$ cat config.mk
export PLATFORM = sky130hd
export DESIGN_NAME = reg_dump_streamer_flat
export DESIGN_NICKNAME = d
export VERILOG_FILES = /design/src/rtl/reg_dump_streamer_pkg.sv /design/src/rtl/reg_dump_streamer_if.sv /design/src/rtl/reg_dump_streamer_fmt.sv /design/src/rtl/reg_dump_streamer.sv /design/src/flat_wrapper.sv
export SDC_FILE = /design/constraint.sdc
export NUM_CORES = 2
export LEC_CHECK = 0
export ABC_AREA = 0
export BUFFER_PORTS_ARGS = -buffer_cell sky130_fd_sc_hd__buf_2
export CAP_MARGIN = 10
export CORE_AREA = 2 2 411 413
export DETAILED_ROUTE_END_ITERATION = 7
export DIE_AREA = 0 0 413 415
export GPL_TIMING_DRIVEN = 0
export SETUP_SLACK_MARGIN = 0.2
export SYNTH_ARGS = -nofsm -noshare
export SYNTH_HDL_FRONTEND = slang
export SYNTH_SLANG_ARGS = --single-unit
$ cat constraint.sdc
create_clock -name clk -period 47.7 [get_ports clk]
set_clock_uncertainty 0.2 [all_clocks]
set_input_delay 9.54 -clock clk [delete_from_list [all_inputs] [get_ports clk]]
set_output_delay 9.54 -clock clk [all_outputs]
set_load 0.005 [all_outputs]
$ cat src/rtl/reg_dump_streamer_pkg.sv
// reg_dump_streamer_pkg: shared debug-reader types, ASCII constants and register-bus indexing
// Contents: RV32_Regs_t debug bus (element i is register xi), dump_state_t,
//           DUMP_LINE_LEN, ASCII constants, get_reg() bus indexer
package pcpu;
    typedef logic [31:0][31:0] RV32_Regs_t;
    typedef enum logic [1:0] {IDLE, EMIT, DONE} dump_state_t;
    localparam int DUMP_LINE_LEN = 13;
    localparam logic [7:0] CH_X  = 8'h78;
    localparam logic [7:0] CH_EQ = 8'h3D;
    localparam logic [7:0] CH_LF = 8'h0A;
    localparam logic [7:0] CH_0  = 8'h30;
    localparam logic [7:0] CH_A  = 8'h41;
    function automatic logic [31:0] get_reg(input RV32_Regs_t regs, input logic [4:0] num);
        return regs[num];
    endfunction
endpackage

$ cat src/rtl/reg_dump_streamer_if.sv
// reg_dump_if: byte stream with valid/ready handshake
// Signals: tx_data (ASCII byte), tx_valid (byte offered), tx_ready (sink accepts)
// Modports: master drives data/valid, slave drives ready
interface reg_dump_if;
    logic [7:0] tx_data;
    logic       tx_valid;
    logic       tx_ready;
    modport master (output tx_data, output tx_valid, input tx_ready);
    modport slave  (input tx_data, input tx_valid, output tx_ready);
endinterface

$ cat src/rtl/reg_dump_streamer_fmt.sv
// reg_dump_fmt: character at position i_pos of the text line "xNN=HHHHHHHH\n" for one register
// Ports: i_value register value, i_idx register number, i_pos column 0..12, o_char ASCII byte
module reg_dump_fmt
    import pcpu::*;
#(
    parameter bit UPPER_HEX = 1
) (
    input  logic [31:0] i_value,
    input  logic [4:0]  i_idx,
    input  logic [3:0]  i_pos,
    output logic [7:0]  o_char
);
    logic [3:0] w_tens, w_ones, w_nib;
    logic [4:0] w_base;
    logic [7:0] w_hex_a, w_hex;
    assign w_tens  = i_idx >= 5'd30 ? 4'd3 : i_idx >= 5'd20 ? 4'd2 : i_idx >= 5'd10 ? 4'd1 : 4'd0;
    assign w_base  = i_idx >= 5'd30 ? 5'd30 : i_idx >= 5'd20 ? 5'd20 : i_idx >= 5'd10 ? 5'd10 : 5'd0;
    assign w_ones  = 4'(i_idx - w_base);
    // columns 4..11 carry nibbles 7..0, so the shift is (11 - pos) nibbles
    assign w_nib   = 4'(i_value >> {3'(4'd11 - i_pos), 2'b00});
    assign w_hex_a = UPPER_HEX ? CH_A : (CH_A | 8'h20);
    assign w_hex   = w_nib < 4'd10 ? CH_0 + 8'(w_nib) : w_hex_a + 8'(w_nib) - 8'd10;
    assign o_char  = i_pos == 4'd0 ? CH_X :
                     i_pos == 4'd1 ? CH_0 + 8'(w_tens) :
                     i_pos == 4'd2 ? CH_0 + 8'(w_ones) :
                     i_pos == 4'd3 ? CH_EQ :
                     i_pos == 4'(DUMP_LINE_LEN - 1) ? CH_LF : w_hex;
endmodule

$ cat src/rtl/reg_dump_streamer.sv
// reg_dump_streamer: snapshot the RV32 register file and stream it as ASCII text lines
// Ports: clk, rst (async, active-high); regs_in live debug bus; start/abort control;
//        tx byte stream (master modport); busy, done (1-cycle pulse), reg_idx progress
module reg_dump_streamer
    import pcpu::*;
#(
    parameter int NUM_REGS  = 32,
    parameter bit UPPER_HEX = 1
) (
    input  logic        clk,
    input  logic        rst,
    input  RV32_Regs_t  regs_in,
    input  logic        start,
    input  logic        abort,
    reg_dump_if.master  tx,
    output logic        busy,
    output logic        done,
    output logic [4:0]  reg_idx
);
    dump_state_t r_state;
    RV32_Regs_t  r_snap, w_snap;
    logic [4:0]  r_idx, w_nidx;
    logic [3:0]  r_pos, w_npos;
    logic [7:0]  r_data, w_char;
    logic [31:0] w_val;
    logic        r_valid, r_busy, r_done, w_xfer, w_eol, w_end;
    // x0 is hardwired zero, so it is cleared as it enters the snapshot
    always_comb begin
        w_snap    = regs_in;
        w_snap[0] = '0;
    end
    assign w_xfer = r_valid && tx.tx_ready;
    assign w_eol  = r_pos == 4'(DUMP_LINE_LEN - 1);
    assign w_end  = w_eol && r_idx == 5'(NUM_REGS - 1);
    // coordinates of the byte to present after this edge; (0,0) when leaving IDLE
    assign w_npos = (r_state == EMIT && !w_eol) ? r_pos + 4'd1 : 4'd0;
    assign w_nidx = r_state != EMIT ? 5'd0 : w_eol ? r_idx + 5'd1 : r_idx;
    assign w_val  = get_reg(r_snap, w_nidx);
    reg_dump_fmt #(.UPPER_HEX(UPPER_HEX)) u_fmt (
        .i_value(w_val),
        .i_idx  (w_nidx),
        .i_pos  (w_npos),
        .o_char (w_char)
    );
    always_ff @(posedge clk or posedge rst) begin
        if (rst) begin
            r_state <= IDLE;
            r_snap  <= '0;
            r_idx   <= '0;
            r_pos   <= '0;
            r_data  <= '0;
            r_valid <= 1'b0;
            r_busy  <= 1'b0;
            r_done  <= 1'b0;
        end else begin
            case (r_state)
                IDLE: if (start && !abort) begin
                    r_snap  <= w_snap;
                    r_idx   <= '0;
                    r_pos   <= '0;
                    r_data  <= w_char;
                    r_valid <= 1'b1;
                    r_busy  <= 1'b1;
                    r_state <= EMIT;
                end
                EMIT: if (abort) begin
                    r_idx   <= '0;
                    r_pos   <= '0;
                    r_valid <= 1'b0;
                    r_busy  <= 1'b0;
                    r_state <= IDLE;
                end else if (w_xfer) begin
                    if (w_end) begin
                        r_valid <= 1'b0;
                        r_busy  <= 1'b0;
                        r_done  <= 1'b1;
                        r_state <= DONE;
                    end else begin
                        r_idx  <= w_nidx;
                        r_pos  <= w_npos;
                        r_data <= w_char;
                    end
                end
                DONE: begin
                    r_done  <= 1'b0;
                    r_state <= IDLE;
                end
                default: r_state <= IDLE;
            endcase
        end
    end
    assign tx.tx_data  = r_data;
    assign tx.tx_valid = r_valid;
    assign busy        = r_busy;
    assign done        = r_done;
    assign reg_idx     = r_idx;
endmodule

$ cat src/flat_wrapper.sv
// flat-port wrapper written by rule: the top's interface ports become plain ports
module reg_dump_streamer_flat import pcpu::*;
#(
    parameter int NUM_REGS  = 32,
    parameter bit UPPER_HEX = 1
)
  (clk, rst, regs_in, start, abort, busy, done, reg_idx, tx_tx_data, tx_tx_valid, tx_tx_ready);
  reg_dump_if tx_i ();
  input  logic clk;
  input  logic rst;
  input  RV32_Regs_t regs_in;
  input  logic start;
  input  logic abort;
  output logic busy;
  output logic done;
  output logic [4:0] reg_idx;
  output wire logic [$bits(tx_i.tx_data)-1:0] tx_tx_data;
  output wire logic [$bits(tx_i.tx_valid)-1:0] tx_tx_valid;
  input wire logic [$bits(tx_i.tx_ready)-1:0] tx_tx_ready;
  assign tx_tx_data = tx_i.tx_data;
  assign tx_tx_valid = tx_i.tx_valid;
  assign tx_i.tx_ready = tx_tx_ready;
  reg_dump_streamer #(.NUM_REGS(NUM_REGS), .UPPER_HEX(UPPER_HEX)) u_core (.clk(clk), .rst(rst), .regs_in(regs_in), .start(start), .abort(abort), .tx(tx_i), .busy(busy), .done(done), .reg_idx(reg_idx));
endmodule
==> results_dict.tcl <==
set metrics [dict create \
    outcome "finished clean" \
    worst-setup-path-type "primary input to flop" \
    hp-class "flop to flop" \
    path_max_fanout 10 \
    num_rows 150 \
    cp.buffers_inverters 4 \
    p_sw_share_pct 32.28 \
    r2r-start "u_core.r_pos[0]$_DFFE_PP0P_" \
    ios 1045 \
    drt_iter0_markers 7015 \
    synth-xor-area-share_pct 0.2023 \
    synth-main-ff-cell "dfrtp_1" \
    multiInputGateArea_um2 20440 \
    vias 50380 \
    r2r_cells 19 \
    die_y_um 415 \
    cts.path.max_buffers 3 \
    ys_seq_elements 1012 \
    crit_top_cell "nand2_1" \
    syn_area_um2 47630 \
    fmax_mhz 79.24 \
    r2r_end "u_core.tx.tx_data[4]$_DFFE_PP0P_" \
    rsz0062_at_grt "no" \
    slew_violations 0 \
    async_flop_share_pct 100.0 \
    grt_pass1_wl_um 422200 \
    place_congestion 0.9890 \
    yosysMostFrequentCell "nand2_1" \
    peakVddDrop_mv 0.02960 \
    r2r_setup_slack_ns 39.56 \
    synth_edf_count 0 \
    cts_root_buf "clkbuf_16" \
    clock_sinks 1012 \
    synth_top_family_by_area "simple AND/OR/NAND/NOR gates" \
    finalPower_mw 2.522 \
    layout-drive-gt1-share_pct 19.70 \
    wl_per_cell_um 34.84 \
    leakage_nw 31.54 \
    ant_nets 0 \
    areaGrowthSynthToFinish_pct 25.92 \
    grt_usage_pct 36.95 \
    worstSetupStartpoint "abort" \
    gr-total-overflow 0 \
    htree_levels 3 \
    crit_path_max_incr_delay_ns 0.99 \
    syn_area_per_cell_um2 8.118 \
    cpLargestDelayFamily "buffers and inverters" \
    tritoncts "built" \
    path_clk_slew_ns 0.06 \
    die_w_um 413 \
    yosysTopAreaCell "dfrtp_1" \
    yosysTopAreaCellShare_pct 53.17 \
    yosys-top-cells-area "dfrtp_1, nand2_1, mux2i_1" \
    min_period_ns 12.62 \
    drt-total-wl_um 325400 \
    post-cts-setup-buffer-count 0 \
    synth_compound_area_share_pct 6.244 \
    yosysWarnings 0 \
    required_ns 48.22 \
    cts-resized-gates 0 \
    die_area_um2 171400 \
    grt_max_degree 131 \
    setup_viol 0 \
    comb_power_share_pct 17.0 \
    vias_per_cell 5.394 \
    drcViolationCount 0 \
    pwr-share-seq_pct 45.0 \
    fin_nets 8056 \
    p_int_mw 1.708 \
    synthAdderAreaFrac_pct 0.1997 \
    synthCells 5867 \
    register_area_um2 25320 \
    hold_buffers 0 \
    hold_depth 2 \
    critPathLaunchType "primary input" \
    worstSkewPairLatency_ns 0.81 \
    path_cells "buf_2, nor2_1, nand2_1, nor2_1, clkbuf_2, clkbuf_1, clkbuf_1, nand2_1, nand2_1" \
    hpwl_um 255600 \
    port_buffers 1011 \
    yosys.cell_types.count 83 \
    fillers 17840 \
    powerDensity_nw_per_um2 42.06 \
    firstDrtPassIters 7 \
    synthTopCellsByCount "nand2_1, dfrtp_1, clkbuf_1" \
    cap_violations 0 \
    ys_seq_area_share_pct 53.17 \
    synth-simple-area-share_pct 30.50 \
    end_kind "flop" \
    fin_crit_sh_pct 26.46 \
    critPathSlowestCell "clkbuf_1" \
    hold_start "u_core.r_snap[891]$_DFFE_PP0P_" \
    worstPathArrival_ns 13.14 \
    start_util_pct 28.58 \
    antenna_found_initial 48 \
    worst_pin_slew_ns 1.427 \
    numCtsBuffers 115 \
    core_area_um2 166700 \
    grt_pass1_vias 48630 \
    slew_headroom_pct 4.866 \
    power.switching_mw 0.8142 \
    hold_slack_ns 0.2742 \
    synthMuxAreaShare_pct 5.748 \
    critical_path_cell_count 9 \
    holdPathEnd "u_core.r_snap[891]$_DFFE_PP0P_" \
    finalHoldViolations 0 \
    clkPwrFrac_pct 38.1 \
    syn_nets 6903 \
]
-- power by group through the flow --
stage          logic, mW  clock network (mW)  registers, mW
6_report           0.428               0.960           1.13
5_1_grt            0.466               0.994           1.15
4_1_cts            0.420               0.961           1.13
3_5_place_dp       0.417                   0           1.14
3_3_place_gp       0.408                   0           1.14
2_1_floorplan      0.227                   0           1.10
-- state kept, by name (all words and copies together), names as in the netlist --
| signal | cells |
|---|---|
| u_core.reg_idx | 5 |
| u_core.r_pos | 4 |
| u_core.tx.tx_data | 7 |
| u_core.r_state | 2 |
| u_core.tx.tx_valid | 1 |
| u_core.done | 1 |
| u_core.r_snap | 992 |
-- layout make-up --
class	instances	area share, %
antenna	19	0.07928
buffer	392	3.065
multi-input combinational	4452	34.08
clock inverter	49	1.122
tap	2204	4.598
timing repair buffer	1036	9.179
clock buffer	166	5.568
inverter	11	0.08553
sequential	1012	42.22
-- layout by cell type, fill, tap and decap left out, drive strengths merged, types with 9 or more instances in the layout --
master / instances
nor4: 15
o221ai: 29
a32oi: 45
clkbuf: 430
and3: 9
a221o: 20
diode: 19
bufinv: 11
a221oi: 19
inv: 16
a2111oi: 12
a22oi: 9
buf: 1164
o22ai: 74
nand3: 196
clkinv: 29
nor2: 29
mux2: 25
nor3: 15
o21ai: 46
a21oi: 102
dfrtp: 1012
mux2i: 241
nand2: 3451
a31oi: 19
-- how the worst max path moves through the flow --
stage | to | slack, ns
after global placement | u_core.r_snap[552]$_DFFE_PP0P_ | -3.19
after CTS | u_core.r_snap[608]$_DFFE_PP0P_ | 35.14
after detailed placement | u_core.r_snap[608]$_DFFE_PP0P_ | 34.32
after floorplan | u_core.done$_DFFE_PP0P_ | 9.48
after global routing | u_core.r_snap[608]$_DFFE_PP0P_ | 35.00
final | u_core.r_snap[608]$_DFFE_PP0P_ | 35.08
-- worst min-delay path: stages, from the launching register on --
cell	delay, ns
dfrtp_1	0.34
nand2_1	0.05
nand2_1	0.05
-- stage by stage --
stage	cells	TNS (ns)	util, %	cell area [um2]	setup slack [ns]
after floorplan	5867	0	-	47630	9.484
after global placement	9082	-2967.79	33.27	55450	-3.192
after detailed placement	9104	0	33.54	55890	34.32
after CTS	9319	0	35.95	59910	35.14
after global routing	9326	0	35.96	59940	35.00
final	9341	0	35.99	59980	35.08
-- metal layers --
layer  GRT usage (%)  routed length, um
met2           55.89             141400
met4           21.86              23650
met5               0                153
met3           8.962              31590
met1           47.73             128600
-- cell families after synthesis --
kind of cell | after synthesis
buffers and inverters | 403
muxes | 266
AOI/OAI and AO/OA | 424
xor gates and xnor gates | 8
DFF | 1012
adders and majority gates | 7
other | 1
and+or+nand+nor | 3746
Power figures use the tool's default switching activity.
